--- src/rtl/out_arbiter.sv ---
// rtl/out_arbiter.sv - wormhole output-port arbiter: round-robin head grant, flit forwarding head to tail
module out_arbiter #(
    parameter int N    = 4,
    parameter int PORT = 0,
    parameter int PKTW = 9
) (
    input  logic                  clk,
    input  logic                  rst,
    input  logic [N-1:0]          in_empty,
    input  logic [N*(PKTW+1)-1:0] in_pkt,
    output logic [N-1:0]          in_re,
    input  logic                  out_full,
    output logic                  out_we,
    output logic [PKTW:0]         out_pkt,
    output logic [N-1:0]          grant,
    output logic                  busy
);

    localparam int W  = PKTW + 1;
    localparam int GW = (N > 1) ? $clog2(N) : 1;
    localparam logic [1:0] DEST      = 2'(PORT);
    localparam logic [1:0] TYPE_NULL = 2'b00;
    localparam logic [1:0] TYPE_HEAD = 2'b10;
    localparam logic [1:0] TYPE_TAIL = 2'b11;

    typedef enum logic {IDLE, XFER} state_t;

    state_t        state;
    logic [GW-1:0] gnt;
    logic [GW-1:0] last;

    logic [N-1:0]  req;
    logic          found;
    logic [GW-1:0] win;
    logic [W-1:0]  front;
    logic [1:0]    ftype;
    logic          tail_move;

    always_comb begin
        for (int i = 0; i < N; i++) begin
            req[i] = !in_empty[i]
                  && (in_pkt[i*W + PKTW -: 2] == TYPE_HEAD)
                  && (in_pkt[i*W +: 2] == DEST);
        end
    end

    // Scan starts just after the previous winner so every requester gets a turn.
    always_comb begin
        found = 1'b0;
        win   = '0;
        for (int k = 1; k <= N; k++) begin
            if (!found && req[(int'(last) + k) % N]) begin
                found = 1'b1;
                win   = GW'((int'(last) + k) % N);
            end
        end
    end

    assign front = in_pkt[int'(gnt)*W +: W];
    assign ftype = front[PKTW -: 2];

    // Null flits are dropped even when downstream is full; they never reach it.
    always_comb begin
        in_re   = '0;
        out_we  = 1'b0;
        out_pkt = '0;
        if (state == XFER && !in_empty[gnt]) begin
            if (ftype == TYPE_NULL) begin
                in_re[gnt] = 1'b1;
            end else if (!out_full) begin
                in_re[gnt] = 1'b1;
                out_we     = 1'b1;
                out_pkt    = front;
            end
        end
    end

    assign tail_move = (state == XFER) && !in_empty[gnt] && !out_full
                    && (ftype == TYPE_TAIL);

    always_ff @(posedge clk or posedge rst) begin
        if (rst) begin
            state <= IDLE;
            gnt   <= '0;
            last  <= GW'(N - 1);
            grant <= '0;
            busy  <= 1'b0;
        end else begin
            case (state)
                IDLE: begin
                    if (found) begin
                        state <= XFER;
                        gnt   <= win;
                        grant <= {{(N-1){1'b0}}, 1'b1} << win;
                        busy  <= 1'b1;
                    end
                end
                XFER: begin
                    if (tail_move) begin
                        state <= IDLE;
                        last  <= gnt;
                        grant <= '0;
                        busy  <= 1'b0;
                    end
                end
                default: state <= IDLE;
            endcase
        end
    end

endmodule
--- config.mk ---
export PLATFORM = sky130hd
export DESIGN_NAME = out_arbiter
export DESIGN_NICKNAME = d
export VERILOG_FILES = /design/src/rtl/out_arbiter.sv
export SDC_FILE = /design/constraint.sdc
export NUM_CORES = 1
export LEC_CHECK = 0
export BUFFER_PORTS_ARGS = -buffer_cell sky130_fd_sc_hd__buf_2
export CORE_ASPECT_RATIO = 2
export CORE_MARGIN = 2
export CORE_UTILIZATION = 30
export CTS_CLUSTER_DIAMETER = 60
export DETAILED_ROUTE_END_ITERATION = 10
export SETUP_SLACK_MARGIN = 0.1
export SLEW_MARGIN = 5
export SYNTH_ARGS = -nofsm -noshare
export SYNTH_HDL_FRONTEND = slang
export SYNTH_SLANG_ARGS = --single-unit
export TNS_END_PERCENT = 50
--- constraint.sdc ---
create_clock -name clk -period 3.3 [get_ports clk]
set_input_delay 0.165 -clock clk [delete_from_list [all_inputs] [get_ports clk]]
set_output_delay 0.165 -clock clk [all_outputs]
set_load 0.05 [all_outputs]
==> tab_implementation.tex, run 1 <==
\begin{tabular}{lr}
\hline
Metric & Value \\
\hline
\multicolumn{2}{l}{\textbf{Run status}} \\
\quad Status & finished, final reports clean \\
\multicolumn{2}{l}{\textbf{Timing}} \\
\quad Count of endpoints failing hold in the final timing report & 0 \\
\quad Final worst path period share & around 88\% \\
\quad Worst clock skew & 0.000371 ns \\
\quad Max Clk Rate & about 350 MHz \\
\quad Actual slew at the worst max-slew pin & 0.733 ns \\
\quad Setup TNS & 0 ns \\
\quad Slew margin rel. & 51.2\% \\
\quad Count of final setup violators & 0 \\
\quad Final Critical Period & 2.89 ns \\
\quad Unrepaired setup endpoints after global routing & no \\
\quad Max-slew violation count & 0 \\
\quad Tightest hold margin & 0.449 ns \\
\multicolumn{2}{l}{\textbf{Cells and area}} \\
\quad Layout Area Growth over Synthesis & 37.0\% \\
\quad Core occupancy in the finished layout & a little over two fifths \\
\quad Share of post-route cells with drive strength above 1 & roughly two thirds \\
\quad Fin area & about 1400 um\^{}2 \\
\quad Nets & 200 \\
\quad Diode count & 0 \\
\quad Number of fillers in the final layout & 334 \\
\multicolumn{2}{l}{\textbf{Global routing}} \\
\quad Total grt overflow & 0 \\
\quad GR Util All Layers & 16.1\% \\
\quad Antenna violations before repair & 0 \\
\quad Largest net degree at the start of global routing & 18 \\
\quad Wire length of the first global-routing pass & 4830 um \\
\quad Number of global-route vias before repair & 1,090 \\
\multicolumn{2}{l}{\textbf{CTS}} \\
\quad CTS clk-pin slew, worst paths & 0.04 ns \\
\quad Number of H-tree branching levels & 1 \\
\quad Buffer depth of the longest clock path & 2 \\
\quad Number of clock sinks & 10 \\
\quad Clock buffer count from CTS & 3 \\
\quad Worst-skew pair later-pin latency & 0.23 ns \\
\quad Post-CTS Hold Buffers & 1 \\
\quad Cts repair resizes & 0 \\
\quad Post-CTS Setup Bufs & 0 \\
\quad Clock tree from TritonCTS & built \\
\quad Cell chosen for the clock root & clkbuf\_8 \\
\multicolumn{2}{l}{\textbf{Die}} \\
\quad Die Y-Extent & $\sim$87 um \\
\quad Core region area & 3340 um\^{}2 \\
\quad Effective utilization at floorplan & a little under a third \\
\quad Standard-cell rows & 30 \\
\quad Io pins & 67 \\
\quad Die area & 3930 um\^{}2 \\
\quad Die outline width & 45.4 um \\
\multicolumn{2}{l}{\textbf{Placed design}} \\
\quad Post-Place Cell Area & roughly 1400 um\^{}2 \\
\quad Post-DP HPWL & roughly 2600 um \\
\quad PortBufs & 66 \\
\quad Placer Congestion & 0.765 \\
\multicolumn{2}{l}{\textbf{Worst setup path}} \\
\quad Highest fanout seen on the critical path & 17 \\
\quad Critical path required time & 3.13 ns \\
\quad Critical setup path kind & flip-flop to output pin \\
\quad Worst Setup Start Kind & flip-flop \\
\quad Crit end category & output pin \\
\quad Arr. time, crit path & 2.73 ns \\
\multicolumn{2}{l}{\textbf{Routing}} \\
\quad Total length of routed met3 wires & around 150 um \\
\quad Residual antenna-violating net count after detailed routing & 0 \\
\quad Total via count in the routed design & 1,046 \\
\quad Final Routed Wirelength & 3050 um \\
\quad DRC Markers & 0 \\
\quad Uppermost layer routed & met4 \\
\quad Routed wire length on met2 & 1700 um \\
\quad Average vias per placed instance & 5.72 \\
\quad Met1 routed wirelength after detailed routing & 1170 um \\
\quad Detail-routed net length per standard cell & 16.7 um \\
\quad Violation count after the first detailed-route iteration & 10 \\
\quad Router iterations before antenna repair & 4 \\
\multicolumn{2}{l}{\textbf{Pwr}} \\
\quad Leakage & 0.696 nW \\
\quad Maximum ir drop on the vdd rail & 0.389 mV \\
\quad Power density of the placed cells & 624 nW/um\^{}2 \\
\multicolumn{2}{l}{\textbf{Logic synthesis}} \\
\quad Number of distinct library cell variants in the gate-level netlist after synthesis & 36 \\
\quad Total standard cell area after synthesis & 1030 um\^{}2 \\
\quad Part of the Yosys area used for sequential elements & about 25\% \\
\quad Net count after synthesis & between 100 and 150 \\
\quad Post-synthesis area per instance & 11.7 um\^{}2 \\
\quad Synth warnings & 0 \\
\quad Total of flip-flops plus latches after synthesis & 10 \\
\quad Gate count of the mapped netlist & 88 \\
\multicolumn{2}{l}{\textbf{Job}} \\
\quad Number of maximum-capacitance violations & 0 \\
\multicolumn{2}{l}{\textbf{Worst hold path}} \\
\quad Worst hold-check path type & input pin to asynchronous set/reset pin \\
\hline
\end{tabular}
-- synthesized netlist by cell type (all sizes together) --
| cell | instances | area, um^2 |
|---|---|---|
| a21o | 1 | 7.51 |
| a311oi | 1 | 8.76 |
| nor2 | 5 | 18.8 |
| a41oi | 1 | 27.5 |
| a21oi | 3 | 26.3 |
| a32o | 4 | 40.0 |
| or3b | 1 | 11.3 |
| mux2 | 3 | 33.8 |
| nor3 | 2 | 20.0 |
| a311o | 1 | 10.0 |
| and3 | 9 | 56.3 |
| nand2 | 5 | 21.3 |
| a2111oi | 1 | 15.0 |
| inv | 2 | 7.51 |
| dfrtp | 8 | 200 |
| or3 | 1 | 11.3 |
| mux4 | 11 | 248 |
| o41a | 1 | 11.3 |
| dfstp | 2 | 52.6 |
| nor4 | 2 | 18.8 |
| o22ai | 1 | 6.26 |
| clkbuf | 3 | 11.3 |
| a211oi | 1 | 12.5 |
| buf | 4 | 31.3 |
| nor3b | 2 | 25.0 |
| nand2b | 5 | 31.3 |
| and2 | 2 | 15.0 |
| a2111o | 1 | 11.3 |
| or4 | 4 | 30.0 |
| or2 | 1 | 6.26 |
-- worst paths after layout --
check / from / endpoint / slack (ns) / cells past startpoint
max: gnt[1] / in_re[0] / 0.41 / 5
min: rst / grant[3] / 0.45 / 3
max reg2reg: gnt[1] / grant[3] / 0.71 / 5
min reg2reg: busy / busy / 0.48 / 1
max in group asynchronous: rst / last[1] / 2.55 / 3
min in group clk: busy / busy / 0.48 / 1
-- worst max-delay path: stages (launching register included) --
cell and delay [ns]:
dfrtp_1 0.79, mux4_2 0.64, or2_1 0.37, a21oi_4 0.22, nor3b_2 0.19, buf_2 0.29
-- registers in the layout, summed over array words and instances, names as in the netlist --
register / flops
last: 2
gnt: 2
grant: 4
busy: 1
state: 1
-- logic make-up after synthesis --
kind of cell | Yosys count | share of synthesized area (%)
flip-flops | 10 | 24.6
buffers and inverters | 9 | 4.88
multiplexers | 14 | 27.4
AND/OR/NAND/NOR | 39 | 25.9
AO/OA/AOI/OAI | 16 | 17.2
-- cell usage in the layout, fill, tap and decap left out, types with 2 or more instances in the layout --
cell	count
a21oi_1	2
a32o_1	4
and3_1	9
buf_2	66
clkbuf_8	3
dfrtp_1	8
dfstp_2	2
inv_1	2
mux2_2	3
mux4_2	11
nand2_1	4
nand2b_1	5
nor2_1	5
nor3_2	2
nor3b_2	2
or4_1	4
-- area by class of cell --
cell class	count	area, um^2	area share, %
Clock buffer	3	41.3	2.94
Inverter	2	7.51	0.534
Multi-Input combinational cell	69	723	51.5
Sequential cell	10	253	18.0
Tap cell	32	40.0	2.85
Timing Repair Buffer	67	340	24.2
-- report_power, final --
part           total, mW  switching, mW  internal (mW)
combinational      0.500          0.291          0.209
clock              0.120         0.0412         0.0793
sequential         0.256         0.0880          0.168
total              0.877          0.420          0.457
-- through the flow --
stage	cells	worst slack, ns	power, mW
finish	183	0.406	0.877
global route	183	0.212	0.929
CTS	183	0.388	0.884
global placement	179	0.723	0.748
floorplan	88	0.892	0.655
detailed placement	179	0.637	0.760
-- metal layers --
layer  GRT usage (%)  vias to the layer above
met5               0                        -
met4            5.35                        0
met3            1.46                        4
met2            27.9                       37
met1            20.1                      518
li1                -                      487
No activity file was read; power rests on OpenSTA's default activity.
==> inputs of run 2 (changes only) <==
REMOVE_ABC_BUFFERS = 1   (was default)
==> run 2 against run 1 <==
Against the previous run:
- wire length down 3.1%
- design area up 2.0%
- count of clock-buffer cells in the layout up 1
- via count up 0.19%
- hold slack worse by 0.0082 ns
- maximum frequency up 11%
- sequential share of layout area down 0.36 points
- critical path depth unchanged
==> tab_implementation.tex, run 2 (synthesized netlist as in run 1, its figures left out) <==
\begin{tabular}{lr}
\hline
Metric & Value \\
\hline
\multicolumn{2}{l}{\textbf{Routing}} \\
\quad Router iterations before antenna repair & 4 (unchanged) \\
\quad Final Routed Wirelength & 2960 um (-3.1\%) \\
\quad Violation count after the first detailed-route iteration & 17 (+7) \\
\quad Residual antenna-violating net count after detailed routing & 0 (unchanged) \\
\quad Average vias per placed instance & 5.63 (-1.4\%) \\
\quad Total via count in the routed design & 1,048 (+0.19\%) \\
\quad Detail-routed net length per standard cell & 15.9 um (-4.7\%) \\
\quad DRC Markers & 0 (unchanged) \\
\multicolumn{2}{l}{\textbf{Global routing}} \\
\quad Total grt overflow & 0 (unchanged) \\
\quad Antenna violations before repair & 0 (unchanged) \\
\quad GR Util All Layers & 15.8\% (-0.25 points) \\
\quad Wire length of the first global-routing pass & 4630 um (-4.2\%) \\
\quad Number of global-route vias before repair & 1,111 (+1.9\%) \\
\quad Largest net degree at the start of global routing & 12 (-6) \\
\multicolumn{2}{l}{\textbf{Die}} \\
\quad Die Y-Extent & 86.7 um (unchanged) \\
\quad Standard-cell rows & 30 (unchanged) \\
\quad Core region area & 3340 um\^{}2 (unchanged) \\
\quad Die area & 3930 um\^{}2 (unchanged) \\
\quad Io pins & 67 (unchanged) \\
\quad Effective utilization at floorplan & 30.7\% (unchanged) \\
\quad Die outline width & 45.4 um (unchanged) \\
\multicolumn{2}{l}{\textbf{Worst setup path}} \\
\quad Origin of the critical flop-to-flop path & gnt[1] \\
\quad FF-to-FF path depth & 5 (unchanged) \\
\quad Arr. time, crit path & 2.45 ns (-0.28 ns) \\
\quad Critical path required time & 3.13 ns (about the same) \\
\quad Highest fanout seen on the critical path & 10 (-7) \\
\quad R2R Path End & grant[3] \\
\quad Critical setup path kind & flip-flop to output pin \\
\quad Crit end category & output pin \\
\quad Register-to-register path setup slack & 0.96 ns (+0.25 ns) \\
\quad Worst Setup Start Kind & flip-flop \\
\multicolumn{2}{l}{\textbf{Timing}} \\
\quad Count of final setup violators & 0 (unchanged) \\
\quad Final Critical Period & 2.61 ns (-0.279 ns) \\
\quad Max Clk Rate & 382 MHz (+11\%) \\
\quad Worst clock skew & 0.000243 ns (-0.000127 ns) \\
\quad Actual slew at the worst max-slew pin & 0.512 ns (-0.221 ns) \\
\quad Unrepaired setup endpoints after global routing & no \\
\quad Count of endpoints failing hold in the final timing report & 0 (unchanged) \\
\quad Tightest hold margin & 0.441 ns (-0.00820 ns) \\
\quad Max-slew violation count & 0 (unchanged) \\
\quad Post-route setup slack & 0.685 ns (+0.279 ns) \\
\quad Setup TNS & 0 ns (unchanged) \\
\quad Slew margin rel. & 65.6\% (+14 points) \\
\quad Final worst path period share & 79.2\% (-8.4 points) \\
\multicolumn{2}{l}{\textbf{Cells and area}} \\
\quad Diode count & 0 (unchanged) \\
\quad Largest registers & grant: 4 flops, gnt: 2 flops, last: 2 flops \\
\quad Number of flip-flops in the largest register & 4 (unchanged) \\
\quad Most common cell after layout, fill and taps aside & buf\_2 \\
\quad Commonest cells after routing, fill and taps aside & buf\_2, mux4\_2, and3\_1 \\
\quad Layout Area Growth over Synthesis & 39.8\% \\
\quad Core occupancy in the finished layout & 42.9\% (+0.86 points) \\
\quad Biggest register & grant \\
\quad Share of post-route cells with drive strength above 1 & 65.6\% (+0.68 points) \\
\quad Nets & 202 (+1.0\%) \\
\multicolumn{2}{l}{\textbf{Placed design}} \\
\quad PortBufs & 66 (unchanged) \\
\quad Placer Congestion & 0.851 (+11\%) \\
\quad Post-DP HPWL & 2550 um (-0.78\%) \\
\quad Worst Setup Slack post-DPL & 0.902 ns (+0.265 ns) \\
\multicolumn{2}{l}{\textbf{CTS}} \\
\quad Clock tree from TritonCTS & built \\
\quad CTS clk-pin slew, worst paths & 0.05 ns (about the same) \\
\quad Cell chosen for the clock root & clkbuf\_8 \\
\quad Worst-skew pair later-pin latency & 0.23 ns (about the same) \\
\quad Buffer depth of the longest clock path & 2 (unchanged) \\
\quad Number of clock sinks & 10 (unchanged) \\
\quad Cts repair resizes & 0 (unchanged) \\
\quad Number of H-tree branching levels & 1 (unchanged) \\
\quad Clock buffer count from CTS & 3 (unchanged) \\
\multicolumn{2}{l}{\textbf{Worst hold path}} \\
\quad Worst hold-check path type & input pin to asynchronous set/reset pin \\
\multicolumn{2}{l}{\textbf{Job}} \\
\quad Number of maximum-capacitance violations & 0 (unchanged) \\
\multicolumn{2}{l}{\textbf{Pwr}} \\
\quad Maximum ir drop on the vdd rail & 0.367 mV (-5.7\%) \\
\quad Leakage & 0.714 nW (+2.5\%) \\
\quad Power density of the placed cells & 643 nW/um\^{}2 (+3.0\%) \\
\quad Post-layout total power & 922 uW (+5.1\%) \\
\multicolumn{2}{l}{\textbf{Run status}} \\
\quad Status & finished, final reports clean \\
\hline
\end{tabular}
## run 2: per-layer routing
layer / wire length [um] / part of all wire, % / global-route usage, %
met1: 997 / 34 / 14.9
met2: 1560 / 53 / 29.5
met3: 302 / 10 / 3.13
met4: 98 / 3.3 / 8.82
met5: 0 / 0 / 0
## run 2: stage by stage
step / cell area, um^2 / std cells
floorplan: 983 / 81
global placement: 1370 / 181
detailed placement: 1370 / 181
CTS: 1430 / 186
global route: 1430 / 186
finish: 1430 / 186
## run 2: report_power, final
part | total (mW) | switching [mW] | internal (mW) | leakage (nW)
Sequential | 0.230 | 0.0608 | 0.169 | 0.123
Combinational | 0.542 | 0.323 | 0.219 | 0.562
Clock | 0.151 | 0.0459 | 0.105 | 0.0288
## run 2: worst max path at each step
stage          endpoint  cells past startpoint  slack, ns    from
3_5_place_dp   in_re[0]                      5       0.90  gnt[1]
3_3_place_gp   in_re[0]                      5       0.94  gnt[1]
2_1_floorplan  in_re[1]                      5       0.60  gnt[1]
6_report       in_re[0]                      5       0.69  gnt[1]
4_1_cts        in_re[0]                      5       0.64  gnt[1]
5_1_grt        in_re[0]                      5       0.54  gnt[1]
## run 2: cell type report
class / count / area [um^2]
multi-input combinational: 69 / 723
inverter: 2 / 7.51
sequential: 10 / 253
clock buffer: 4 / 55.1
timing repair buffer: 69 / 355
tap: 32 / 40.0
fill: 326 / 1910
## run 2: critical path, cell delays in order (launching register included)
cell,delay (ns)
dfrtp_1,0.57
mux4_2,0.61
or2_1,0.38
a21oi_4,0.21
nor3b_2,0.17
buf_2,0.27
## run 2: repair_timing
| action | 4_1_cts | 5_1_grt |
|---|---|---|
| hold buffers | 1 | 0 |
| buffers inserted | 0 | 0 |
| endpoints found under the hold margin | 8 | 0 |
==> inputs of run 3 (changes only) <==
clock period = 2.6 ns   (was 3.3 ns; I/O delays follow)
==> run 3 against run 2 <==
Against the previous run:
- via count rose by 1.7%
- largest cell class unchanged
- clock power rose by 4%
- critical path depth did not move
- wire length rose by 7.7%
- sequential share of layout area rose by 0.087 points
- sequential power rose by 25%
- combinational power rose by 31%
- count of clock-buffer cells in the layout fell by 1
==> tab_implementation.tex, run 3 (synthesized netlist as in run 1, its figures left out) <==
\begin{tabular}{lr}
\hline
Metric & Value \\
\hline
\multicolumn{2}{l}{\textbf{Run status}} \\
\quad Status & finished, final reports clean \\
\multicolumn{2}{l}{\textbf{Timing}} \\
\quad Setup TNS & 0 ns (unchanged) \\
\quad Final Critical Period & 2.30 ns \\
\quad Tightest hold margin & 0.408 ns (-0.0333 ns) \\
\quad Actual slew at the worst max-slew pin & 0.618 ns (+0.106 ns) \\
\quad Final worst path period share & 88.3\% \\
\quad Slew margin rel. & 58.4\% (-7.2 points) \\
\quad Max-slew violation count & 0 (unchanged) \\
\quad Max Clk Rate & 436 MHz \\
\quad Count of final setup violators & 0 (unchanged) \\
\quad Unrepaired setup endpoints after global routing & no \\
\quad Worst clock skew & 0.00171 ns (+0.00146 ns) \\
\quad Post-route setup slack & 0.305 ns (-0.380 ns) \\
\quad Count of endpoints failing hold in the final timing report & 0 (unchanged) \\
\multicolumn{2}{l}{\textbf{Routing}} \\
\quad Residual antenna-violating net count after detailed routing & 0 (unchanged) \\
\quad Router iterations before antenna repair & 4 (unchanged) \\
\quad DRC Markers & 0 (unchanged) \\
\quad Violation count after the first detailed-route iteration & 29 (+12) \\
\quad Average vias per placed instance & 5.73 (+1.7\%) \\
\quad Total via count in the routed design & 1,066 (+1.7\%) \\
\quad Final Routed Wirelength & 3180 um (+7.7\%) \\
\quad Detail-routed net length per standard cell & 17.1 um (+7.7\%) \\
\multicolumn{2}{l}{\textbf{Worst setup path}} \\
\quad Crit end category & output pin \\
\quad Peak per-stage delay on the critical path & 0.58 ns (-0.03 ns) \\
\quad Register-to-register path setup slack & 0.60 ns (-0.36 ns) \\
\quad Critical setup path kind & flip-flop to output pin \\
\quad Top delay family on crit path & multiplexers \\
\quad Highest fanout seen on the critical path & 10 (unchanged) \\
\quad Origin of the critical flop-to-flop path & gnt[1] \\
\quad R2R Path End & grant[1] \\
\quad Buf/Inv on CP & 1 (unchanged) \\
\quad Slowest library cell on the worst path & mux4\_2 \\
\quad FF-to-FF path depth & 6 (+1) \\
\quad Arr. time, crit path & 2.17 ns (-0.28 ns) \\
\quad Ordered cell list for the critical path & mux4\_2, or2\_4, a21oi\_4, and3\_1, buf\_2 \\
\quad Critical path required time & 2.47 ns (-0.66 ns) \\
\quad Worst Setup Start Kind & flip-flop \\
\multicolumn{2}{l}{\textbf{Global routing}} \\
\quad Most heavily used metal layer in global routing & met2 \\
\quad Met3 Resource Use GR & 1.88\% (-1.3 points) \\
\quad GR Util All Layers & 17.1\% (+1.3 points) \\
\quad Number of global-route vias before repair & 1,172 (+5.5\%) \\
\quad Wire length of the first global-routing pass & 5020 um (+8.5\%) \\
\quad Largest net degree at the start of global routing & 13 (+1) \\
\quad GR Util met2 & 33.8\% (+4.3 points) \\
\quad Global routing met1 resource utilization & 15.7\% (+0.86 points) \\
\quad Total grt overflow & 0 (unchanged) \\
\quad Antenna violations before repair & 0 (unchanged) \\
\multicolumn{2}{l}{\textbf{Pwr}} \\
\quad Maximum ir drop on the vdd rail & 0.579 mV (+58\%) \\
\quad Power density of the placed cells & 804 nW/um\^{}2 (+25\%) \\
\quad Leakage & 0.711 nW (-0.35\%) \\
\multicolumn{2}{l}{\textbf{Cells and area}} \\
\quad Nets & 203 (+0.50\%) \\
\quad Most common cell after layout, fill and taps aside & buf\_2 \\
\quad Biggest register & grant \\
\quad Diode count & 0 (unchanged) \\
\quad Layout Area Growth over Synthesis & 39.8\% (unchanged) \\
\quad Largest registers & grant: 4 flops, gnt: 2 flops, last: 2 flops \\
\quad Share of post-route cells with drive strength above 1 & 66.9\% (+1.3 points) \\
\quad Number of flip-flops in the largest register & 4 (unchanged) \\
\quad Commonest cells after routing, fill and taps aside & buf\_2, mux4\_2, and3\_1 \\
\quad Number of fillers in the final layout & 326 (unchanged) \\
\multicolumn{2}{l}{\textbf{Placed design}} \\
\quad Post-DP HPWL & 2670 um (+4.8\%) \\
\quad Worst Setup Slack post-DPL & 0.366 ns (-0.536 ns) \\
\quad Placer Congestion & 0.843 (-0.95\%) \\
\quad PortBufs & 66 (unchanged) \\
\multicolumn{2}{l}{\textbf{CTS}} \\
\quad Number of clock sinks & 10 (unchanged) \\
\quad Clock tree from TritonCTS & built \\
\quad Cell chosen for the clock root & clkbuf\_8 \\
\quad Number of H-tree branching levels & 1 (unchanged) \\
\quad Worst-skew pair later-pin latency & 0.24 ns (about the same) \\
\quad Buffer depth of the longest clock path & 2 (unchanged) \\
\quad Clock buffer count from CTS & 3 (unchanged) \\
\quad CTS clk-pin slew, worst paths & 0.04 ns (about the same) \\
\multicolumn{2}{l}{\textbf{Job}} \\
\quad Number of maximum-capacitance violations & 0 (unchanged) \\
\multicolumn{2}{l}{\textbf{Die}} \\
\quad Effective utilization at floorplan & 30.7\% (unchanged) \\
\quad Core region area & 3340 um\^{}2 (unchanged) \\
\quad Die Y-Extent & 86.7 um (unchanged) \\
\quad Standard-cell rows & 30 (unchanged) \\
\quad Die area & 3930 um\^{}2 (unchanged) \\
\quad Die outline width & 45.4 um (unchanged) \\
\quad Io pins & 67 (unchanged) \\
\multicolumn{2}{l}{\textbf{Worst hold path}} \\
\quad Worst hold-check path type & input pin to asynchronous set/reset pin \\
\hline
\end{tabular}
-- run 3: cell counts in the layout (fill, tap and decap cells not counted) --
Identical to the previous run, type by type.
-- run 3: repair_timing --
item / 4_1_cts / 5_1_grt
endpoints found under the hold margin: 8 / 0
hold buffers: 1 / 0
resized for setup: 0 / 3
endpoints found under the setup margin: 0 / 4
buffers inserted: 0 / 0
-- run 3: cell type report --
type	instances	area, um^2	area share [%]
Multi-Input combinational cell	69	726	50.6
Timing Repair Buffer	70	365	25.5
Sequential cell	10	254	17.7
Clock buffer	3	41.3	2.88
Tap cell	32	40.0	2.79
Inverter	2	7.51	0.524
-- run 3: layer usage --
layer | share of wire, % | wire length (um) | vias to the layer above
met4 | 2.1 | 68 | 0
met1 | 33 | 1060 | 508
met5 | 0 | 0 | -
met3 | 8.1 | 258 | 8
li1 | - | - | 488
met2 | 57 | 1800 | 62
-- run 3: worst max path at each step --
stage	startpoint	to	depth (start not counted)
2_1_floorplan	gnt[1]	in_re[1]	5
3_3_place_gp	gnt[1]	in_re[0]	5
3_5_place_dp	gnt[1]	in_re[0]	5
4_1_cts	gnt[1]	in_re[0]	5
5_1_grt	gnt[1]	in_re[0]	5
6_report	gnt[1]	in_re[3]	5
-- run 3: power breakdown --
group	internal (mW)	leakage (nW)	switching [mW]
clock	0.101	0.0216	0.0561
combinational	0.290	0.568	0.419
sequential	0.215	0.122	0.0716
-- run 3: stage by stage --
stage,std cells,power [mW],instance area [um^2],util [%]
finish,186,1.15,1430,42.9
global route,186,1.22,1430,42.9
CTS,186,1.15,1430,42.7
detailed placement,182,0.995,1380,41.2
global placement,182,0.983,1380,41.2
floorplan,81,0.798,983,-
-- run 3: worst register-to-register path: cells and delay by family (launching register included) --
family                 cells  cell delay [ns]
DFF                        1             0.43
buffers and inverters      1             0.17
muxes                      1             0.57
and+or+nand+nor            2             0.34
AOI/OAI and AO/OA          2             0.37
